<file path="src/rtl/dragonfang_floating_point_pkg.sv">
// rtl/dragonfang_floating_point_pkg.sv - shared types for the floating-point comparison and mask packing path
//
// Contents:
//   MASK_WORD_WIDTH   width of one vector mask register write word
//   MASK_INDEX_WIDTH  width of a bit position inside a word, able to hold MASK_WORD_WIDTH itself
//   bit_mode_t        element width selector shared with the comparison unit (2'b11 is not a legal mode)
//   packer_state_t    mask packer control states
//   is_legal_bit_mode helper that rejects unsupported bit_mode encodings
package dragonfang_floating_point_pkg;

    localparam int MASK_WORD_WIDTH  = 64;
    localparam int MASK_INDEX_WIDTH = $clog2(MASK_WORD_WIDTH + 1);

    typedef enum logic [1:0] {
        BIT_MODE_DISABLED  = 2'b00,
        ENABLED_32BIT_MODE = 2'b01,
        ENABLED_64BIT_MODE = 2'b10
    } bit_mode_t;

    typedef enum logic [1:0] {
        IDLE       = 2'b00,
        ACCUMULATE = 2'b01,
        EMIT       = 2'b10
    } packer_state_t;

    function automatic logic is_legal_bit_mode(input bit_mode_t mode);
        return (mode == ENABLED_32BIT_MODE) || (mode == ENABLED_64BIT_MODE);
    endfunction

endpackage

</file>
<file path="src/rtl/vector_mask_packing_unit.sv">
// rtl/vector_mask_packing_unit.sv - packs per-element compare results into 64-bit vector mask words
//
// Ports:
//   clock, reset            rising-edge clock, synchronous active-high reset
//   start, vector_length,   begin one instruction (sampled in IDLE only); length and mode are latched
//   bit_mode
//   result_valid/_ready,    compare result beats; bit0 (64-bit mode) or bits[1:0] (32-bit mode) are used
//   result
//   mask_valid/_ready,      packed mask words, bit i = element 64*word+i; mask_last marks the final word
//   mask, mask_last
//   busy                    high whenever an instruction is in flight
//   done                    one-cycle completion pulse
//   active_count            number of set mask bits of the last instruction
//                           (present only when VECTOR_MASK_POPCOUNT_EN is defined)
module vector_mask_packing_unit
    import dragonfang_floating_point_pkg::*;
#(
    parameter int MAX_VL   = 256,
    parameter int VL_WIDTH = $clog2(MAX_VL + 1)
) (
    input  logic                       clock,
    input  logic                       reset,
    input  logic                       start,
    input  logic [VL_WIDTH-1:0]        vector_length,
    input  bit_mode_t                  bit_mode,
    input  logic                       result_valid,
    output logic                       result_ready,
    input  logic [MASK_WORD_WIDTH-1:0] result,
    output logic                       mask_valid,
    input  logic                       mask_ready,
    output logic [MASK_WORD_WIDTH-1:0] mask,
    output logic                       mask_last,
    output logic                       busy,
    output logic                       done
`ifdef VECTOR_MASK_POPCOUNT_EN
    ,
    output logic [VL_WIDTH-1:0]        active_count
`endif
);

    packer_state_t               state_q, state_d;
    logic [MASK_WORD_WIDTH-1:0]  word_q, word_d;
    logic [MASK_INDEX_WIDTH-1:0] bit_index_q, bit_index_d;
    logic [VL_WIDTH-1:0]         elements_left_q, elements_left_d;
    bit_mode_t                   mode_q, mode_d;
    logic                        last_q, last_d;
    logic                        done_q, done_d;
`ifdef VECTOR_MASK_POPCOUNT_EN
    logic [VL_WIDTH-1:0]         count_q, count_d;
`endif

    logic                        start_ok;
    logic                        beat_fire;
    logic [1:0]                  beat_k;
    logic [1:0]                  beat_bits;
    logic [MASK_INDEX_WIDTH-1:0] bit_index_inc;
    logic [VL_WIDTH-1:0]         elements_left_dec;
    logic                        word_full;
    logic                        elems_done;

    // Only the low two bits of the compare result carry element data.
    logic unused_result_bits;
    assign unused_result_bits = ^result[MASK_WORD_WIDTH-1:2];

    // ORs k result bits into the word at idx; positions at and above idx are
    // always clear because the word is zeroed before each fill.
    function automatic logic [MASK_WORD_WIDTH-1:0] insert_bits(
        input logic [MASK_WORD_WIDTH-1:0]  word,
        input logic [MASK_INDEX_WIDTH-1:0] idx,
        input logic [1:0]                  bits,
        input logic [1:0]                  k
    );
        logic [MASK_WORD_WIDTH-1:0] field;
        field = {{(MASK_WORD_WIDTH-2){1'b0}}, bits & ((k == 2'd2) ? 2'b11 : 2'b01)};
        return word | (field << idx);
    endfunction

    assign start_ok  = start && is_legal_bit_mode(bit_mode) && (vector_length != '0);
    assign beat_fire = (state_q == ACCUMULATE) && result_valid;

    // A lone trailing element in 32-bit mode consumes only bit0 of its beat.
    assign beat_k    = ((mode_q == ENABLED_32BIT_MODE) && (elements_left_q != VL_WIDTH'(1))) ? 2'd2 : 2'd1;
    assign beat_bits = {(beat_k == 2'd2) & result[1], result[0]};

    assign bit_index_inc     = bit_index_q + MASK_INDEX_WIDTH'(beat_k);
    assign elements_left_dec = elements_left_q - VL_WIDTH'(beat_k);
    assign word_full         = (bit_index_inc == MASK_INDEX_WIDTH'(MASK_WORD_WIDTH));
    assign elems_done        = (elements_left_dec == '0);

    always_ff @(posedge clock) begin
        if (reset) begin
            state_q         <= IDLE;
            word_q          <= '0;
            bit_index_q     <= '0;
            elements_left_q <= '0;
            mode_q          <= BIT_MODE_DISABLED;
            last_q          <= 1'b0;
            done_q          <= 1'b0;
`ifdef VECTOR_MASK_POPCOUNT_EN
            count_q         <= '0;
`endif
        end else begin
            state_q         <= state_d;
            word_q          <= word_d;
            bit_index_q     <= bit_index_d;
            elements_left_q <= elements_left_d;
            mode_q          <= mode_d;
            last_q          <= last_d;
            done_q          <= done_d;
`ifdef VECTOR_MASK_POPCOUNT_EN
            count_q         <= count_d;
`endif
        end
    end

    always_comb begin
        state_d = state_q;
        case (state_q)
            IDLE: begin
                if (start_ok) begin
                    state_d = ACCUMULATE;
                end
            end
            ACCUMULATE: begin
                if (beat_fire && (word_full || elems_done)) begin
                    state_d = EMIT;
                end
            end
            EMIT: begin
                if (mask_ready) begin
                    state_d = last_q ? IDLE : ACCUMULATE;
                end
            end
            default: state_d = IDLE;
        endcase
    end

    always_comb begin
        word_d          = word_q;
        bit_index_d     = bit_index_q;
        elements_left_d = elements_left_q;
        mode_d          = mode_q;
        last_d          = last_q;
        done_d          = 1'b0;
`ifdef VECTOR_MASK_POPCOUNT_EN
        count_d         = count_q;
`endif
        case (state_q)
            IDLE: begin
                if (start) begin
`ifdef VECTOR_MASK_POPCOUNT_EN
                    count_d = '0;
`endif
                    if (start_ok) begin
                        mode_d          = bit_mode;
                        elements_left_d = vector_length;
                        word_d          = '0;
                        bit_index_d     = '0;
                        last_d          = 1'b0;
                    end else begin
                        // Empty or unsupported request completes immediately.
                        done_d = 1'b1;
                    end
                end
            end
            ACCUMULATE: begin
                if (beat_fire) begin
                    word_d          = insert_bits(word_q, bit_index_q, beat_bits, beat_k);
                    bit_index_d     = bit_index_inc;
                    elements_left_d = elements_left_dec;
                    last_d          = elems_done;
`ifdef VECTOR_MASK_POPCOUNT_EN
                    count_d         = count_q + VL_WIDTH'(beat_bits[0]) + VL_WIDTH'(beat_bits[1]);
`endif
                end
            end
            EMIT: begin
                if (mask_ready) begin
                    if (last_q) begin
                        done_d = 1'b1;
                    end else begin
                        word_d      = '0;
                        bit_index_d = '0;
                    end
                end
            end
            default: begin
                done_d = 1'b0;
            end
        endcase
    end

    always_comb begin
        result_ready = (state_q == ACCUMULATE);
        mask_valid   = (state_q == EMIT);
        mask         = (state_q == EMIT) ? word_q : '0;
        mask_last    = (state_q == EMIT) && last_q;
        busy         = (state_q != IDLE);
        done         = done_q;
    end

`ifdef VECTOR_MASK_POPCOUNT_EN
    assign active_count = count_q;
`endif

endmodule

</file>
<file path="config.mk">
export PLATFORM = sky130hd
export DESIGN_NAME = vector_mask_packing_unit
export DESIGN_NICKNAME = d
export VERILOG_FILES = /design/src/rtl/dragonfang_floating_point_pkg.sv /design/src/rtl/vector_mask_packing_unit.sv
export SDC_FILE = /design/constraint.sdc
export NUM_CORES = 1
export LEC_CHECK = 0
export BUFFER_PORTS_ARGS = -buffer_cell sky130_fd_sc_hd__buf_4
export CAP_MARGIN = 20
export CORE_MARGIN = 2
export CORE_UTILIZATION = 46
export DETAILED_ROUTE_END_ITERATION = 8
export GPL_TIMING_DRIVEN = 0
export HOLD_SLACK_MARGIN = 0.03
export PLACE_DENSITY = 0.73
export REMOVE_ABC_BUFFERS = 1
export SKIP_LAST_GASP = 1
export SLEW_MARGIN = 20
export SYNTH_ARGS = -nofsm -noshare
export SYNTH_HDL_FRONTEND = slang
export SYNTH_SLANG_ARGS = --single-unit
</file>
<file path="constraint.sdc">
create_clock -name clock -period 3.8 [get_ports clock]
set_input_delay 0.38 -clock clock [delete_from_list [all_inputs] [get_ports clock]]
set_output_delay 0.38 -clock clock [all_outputs]
set_load 0.005 [all_outputs]
</file>
Yosys cells after proc, flatten, opt, wreduce, memory -nomap -nowiden
Index checks and enable logic that the tools add are counted. Widths: inputs -> output; s select.

Logic and storage cells: 78. Output and inout bits: 69. Flip-flop bits (word level): 86. Bits of input ports: 80.

Multiplexer cells: 33. Bitwise logic cells: 3. Equal/unequal tests: 14. Add/sub/neg operators: 2. Shifts and indexed selects: 1. Reductions and logical operators: 18.

Operators by type and width (count): $mux 64 (6); $pmux 64 s3 (1); $or 64x64->64 (1); $shl 2x7->64 (1); $mux 7 (5); $mux 9 (3); $pmux 7 s3 (1); $pmux 9 s2 (1); $mux 2 (5); $logic_not 9->1 (1); $ne 9x1->1 const B (1); $reduce_bool 9->1 (1); $sub 9x2->9 (1); $mux 1 (8); $add 7x2->7 (1); $eq 7x7->1 const B (1); $eq 2x1->1 const B (3); $eq 2x2->1 const B (3); $logic_and 1x1->1 (6); $ne 2x1->1 const B (3); $ne 2x2->1 const B (3); $pmux 2 s3 (1); $reduce_and 3->1 (2); $reduce_and 6->1 (1); other kinds (8) (11).

Logic depth before layout (Yosys ltp)
Depth in word-level cells: 10. Depth in mapped cells: 11.

Worst setup path before layout
OpenSTA, ideal clock, no wires.

Kind: reg-to-reg. Start point: reg elements_left_q[4]. End point: reg state_q[0]. Clock period less this slack: 3.488 ns. Setup time: 0.115 ns. Arrival time: 3.373 ns. Buffers on the path: 0. Stages on the path, launching flop included: 11. Setup slack: 0.312 ns. Cells stage by stage: dfxtp_1 -> or4_4 -> nor4_4 -> or3b_2 -> ha_1 -> inv_1 -> fa_1 -> or4b_2 -> a21oi_1 -> nand4_1 -> and3_1.

Word-level cells in the longest chain between the ends: 9. Elaborated cells between the ends (all ways): 11. Classes of those cells: add/sub: 2; eq/ne: 3; mux: 1; reduce/logical: 5.

RTL lines: start: declaration (line vector_mask_packing_unit.sv:44) `logic [VL_WIDTH-1:0] elements_left_q, elements_left_d;`; start signal: assignment (line vector_mask_packing_unit.sv:106) `elements_left_q <= elements_left_d;`; $ne 9x1->1 (line vector_mask_packing_unit.sv:82) `assign beat_k = ((mode_q == ENABLED_32BIT_MODE) && (elements_left_q != VL_WIDTH'(1))) ? 2'd2 : 2'd1;`; $logic_and 1x1->1 (line vector_mask_packing_unit.sv:82); $mux 2 (line vector_mask_packing_unit.sv:82); $sub 9x2->9 or $add 7x2->7 (tied branches) (line vector_mask_packing_unit.sv:86, vector_mask_packing_unit.sv:85); $logic_not 9->1 or $eq 7x7->1 (tied branches) (line vector_mask_packing_unit.sv:88, vector_mask_packing_unit.sv:87); $logic_or 1x1->1 * (line vector_mask_packing_unit.sv:125) `if (beat_fire && (word_full || elems_done)) begin`; $logic_and 1x1->1 * (line vector_mask_packing_unit.sv:125); $ne 2x1->1 (no line) *; $reduce_and 3->1 (no line) *; end signal: assignment (line vector_mask_packing_unit.sv:103) `state_q <= state_d;`; end: declaration (line vector_mask_packing_unit.sv:41) `packer_state_t state_q, state_d;`.

Mark *: on every way between the ends. The rest lies on a longest branch, timed or not. A chain may end at the register's enable or synchronous reset.

Final worst setup path
Same ends and word-level chain as after synthesis.

==> impl_results.md <==
- Setup WS post-layout: 0.241 ns
- Seq/Total Area, Yosys: 40.1%
- Layout cells sized above 1: 21.6%
- FMAX: 0.281 GHz
- Post_cts resized: 0
- Clk slew on worst S/H paths: 0.09 ns
- Total number of vias: 4060
- Routability cong.: 0.869
- PwrDens: 356 nW/um2
- Antenna viol nets, final: 0
- Startpoint Class: flip-flop
- Crit end category: flip-flop
- Average wire per standard cell: 15.4 um
- Clock tree from TritonCTS: done
- Clock Path Buffers: 2
- Critical Path RT: 4.06 ns
- GR Overflow Total: 0
- Multi-input gate area: 2390 um2
- Fin util: 57.7%
- First-pass GRT wire length: 17800 um
- Met1 wire length: 4880 um
- Max Cap Violations: 0
- Post-Synthesis Cells: 530
- Die H: 101 um
- Max FO, Critical Path: 8
- Post-synth EDFFs: 0
- Post-layout minimum cycle time: 3.56 ns
- Worst reg2reg path startpoint: elements_left_q[4]
- Worst path arrival time: 3.81 ns
- Metal2 WL: 5470 um
- Initial antenna violation count: 0
- Fin. Hold Viols: 0
- RSZ-0062 raised after global routing: false
- Max VDD drop: 0.213 mV
- CTS Hold Buffers Added: 0
- Initial core utilization: 46.9%
- IO Pins: 149
- Leakage power: 2.13 nW
- Die Area: 10100 um2
- Synthesized area: 4290 um2
- Largest net degree at the start of global routing: 42
- P&R area growth vs syn: 23.1%
- Antenna cells: 0
- DR pass1 iterations: 5
- Final period util: 93.7%
- Start point of the worst hold path: bit_mode[0]
- Post-route cell area: 5280 um2
- Syn avg cell area: 8.10 um2
- Setup WS pre-CTS: -0.0505 ns
- Chip width: 101 um
- Uppermost routed layer: met4
- Worst-margin pin slew: 0.964 ns
- Worst hold path type: in -> reg
- Vias in the first global route: 3707
- Asr flop ratio synth: 0%
- Slew Viols, Final: 0
- Setup Crit Path Kind: reg -> reg
- Clock latency on the worst-skew pair: 0.36 ns
- Critical path startpoint: elements_left_q[4]
- CTS H-Tree Depth: 3
- Library cells used by synthesis: 53
- Ys flop type: dfxtp_1
- Outcome: complete, no violations
- Sequential cell area: 1720 um2
- # fillers: 833
- Overall Global Routing Usage: 21.8%
- CTS Buf Count: 9
- Area after DPL: 5060 um2
- Core Region: 9150 um2
- Setup Total Neg Slack: 0 ns
- Detailed placement HPWL: 7940 um
- Synth warn: 0
- Clock Sink Count: 86
- Met3 wire length: 495 um
- Final wirelength: 11000 um
- Max Clock Skew: 0.0131 ns
- R2R depth: 10
- PortBufs: 86
- Min-Delay Path Depth: 2
- Initial drt markers: 238
- Register bit count reported by yosys: 86
- Final setup vio count: 0
- Final nets: 683
- FP Rows: 35
- Root buffer cell: clkbuf_8
- Detailed-route DRC error count: 0
- Pwr Total: 0.00188 W
- Slew HR: 35.4%
- Vias/cell: 5.69
## cells by family (layout without fill, tap and decap cells)
| family | Yosys count | after routing | share of synthesized area, % |
|---|---|---|---|
| AND/OR/NAND/NOR | 244 | 244 | 30.3 |
| AO/OA/AOI/OAI | 139 | 139 | 21.8 |
| flip-flops | 86 | 86 | 40.1 |
| buffers and inverters | 51 | 123 | 4.84 |
| adder cells (fa/ha/maj) | 6 | 6 | 2.10 |
| XOR/XNOR | 3 | 3 | 0.612 |
| multiplexers | 1 | 1 | 0.233 |
## registers in the layout, indices dropped and copies added (netlist names)
signal,cells
bit_index_q,7
done,1
elements_left_q,9
last_q,1
mode_q,2
state_q,2
word_q,64
## layout make-up
class,instances,area share [%]
flip-flops and latches,86,32.6
repair buffers,95,14.5
clock buffers,9,2.34
multi-input cells,393,45.3
inverters,12,0.853
well taps,111,2.63
clock inverters,7,1.73
## timing repair
item                                    CTS  global route
endpoints found under the setup margin    1             2
pin swaps                                 1             1
setup buffers                             0             1
hold endpoints to repair                  0             0
## worst paths after layout
| check | end | slack [ns] |
|---|---|---|
| setup / recovery | state_q[0] | 0.24 |
| setup reg to reg | state_q[0] | 0.24 |
| hold / removal | mode_q[1] | 0.23 |
| hold reg to reg | word_q[38] | 0.47 |
## layout by cell type, fill, tap and decap left out, types with 3 or more instances in the layout
master    Yosys  layout
nand2_1      28      28
clkbuf_8      0       9
nand3_1       6       6
inv_1        12      12
o21ai_0      11      11
a21oi_1      18      18
o31a_1        3       3
and3_1        3       3
dfxtp_1      86      86
nand3b_1      5       5
nor2_1       83      83
o211ai_1      3       3
a211oi_1     12      12
nor2b_1       7       5
or2_2         4       4
a311oi_1      6       6
nand4_1       4       4
or3_1         5       5
buf_4         0      90
ha_1          4       4
or4b_2        3       3
o32ai_1       4       4
and2_1       67      67
a31oi_1      64      64
nor3_1        9       8
nand2b_1      7       7
## layer usage
layer / vias up / GRT usage [%]
met4: 0 / 5.58
met5: - / 0
met2: 108 / 37.4
met1: 1915 / 28.4
met3: 12 / 3.88
li1: 2025 / -
## through the flow
stage	std cells	hold slack, ns
after floorplan	491	0.428
after global placement	688	0.439
after detailed placement	696	0.448
after CTS	712	0.217
after global routing	713	0.223
final	713	0.227
## power breakdown
group          internal [W]  leakage, nW  switching (W)
registers          0.000915        0.695      0.0000233
clock network      0.000320        0.105       0.000362
logic              0.000101         1.33       0.000158
total               0.00134         2.13       0.000543
## critical path, stage by stage, from the launching register on
cell and delay (ns):
dfxtp_1 0.39, or4_4 0.63, nor4_4 0.27, or3b_2 0.26, ha_1 0.19, inv_1 0.06, fa_1 0.46, or4b_2 0.68
a21oi_1 0.21, nand4_1 0.11, and3_1 0.19
## Yosys cell counts, types with 2 or more instances
master / n / area share, %
nor3_1: 9 / 1.0
a21oi_1: 18 / 2.1
nor4_1: 3 / 0.44
nor2b_1: 7 / 1.0
dfxtp_1: 86 / 40
or2_2: 4 / 0.58
nor2_1: 83 / 7.3
or3_1: 5 / 0.73
o31a_1: 3 / 0.61
o211ai_1: 3 / 0.52
and3b_1: 2 / 0.41
or4b_2: 3 / 0.70
o31ai_1: 2 / 0.35
a22oi_1: 2 / 0.35
a31oi_1: 64 / 9.3
inv_1: 12 / 1.0
clkbuf_1: 25 / 2.2
nand2b_1: 7 / 1.0
nand3_1: 6 / 0.70
and3_1: 3 / 0.44
o21a_1: 2 / 0.35
nor3b_1: 2 / 0.35
and2_1: 67 / 9.8
o21ai_0: 11 / 1.3
ha_1: 4 / 1.2
o32ai_1: 4 / 0.82
nand2_1: 28 / 2.4
xnor2_1: 2 / 0.41
buf_2: 13 / 1.5
a311oi_1: 6 / 1.2
a211oi_1: 12 / 2.1
nand3b_1: 5 / 0.87
nor4_4: 2 / 0.99
a2bb2oi_1: 2 / 0.41
fa_1: 2 / 0.93
nand4_1: 4 / 0.58
(Power assumes the default switching activity.)
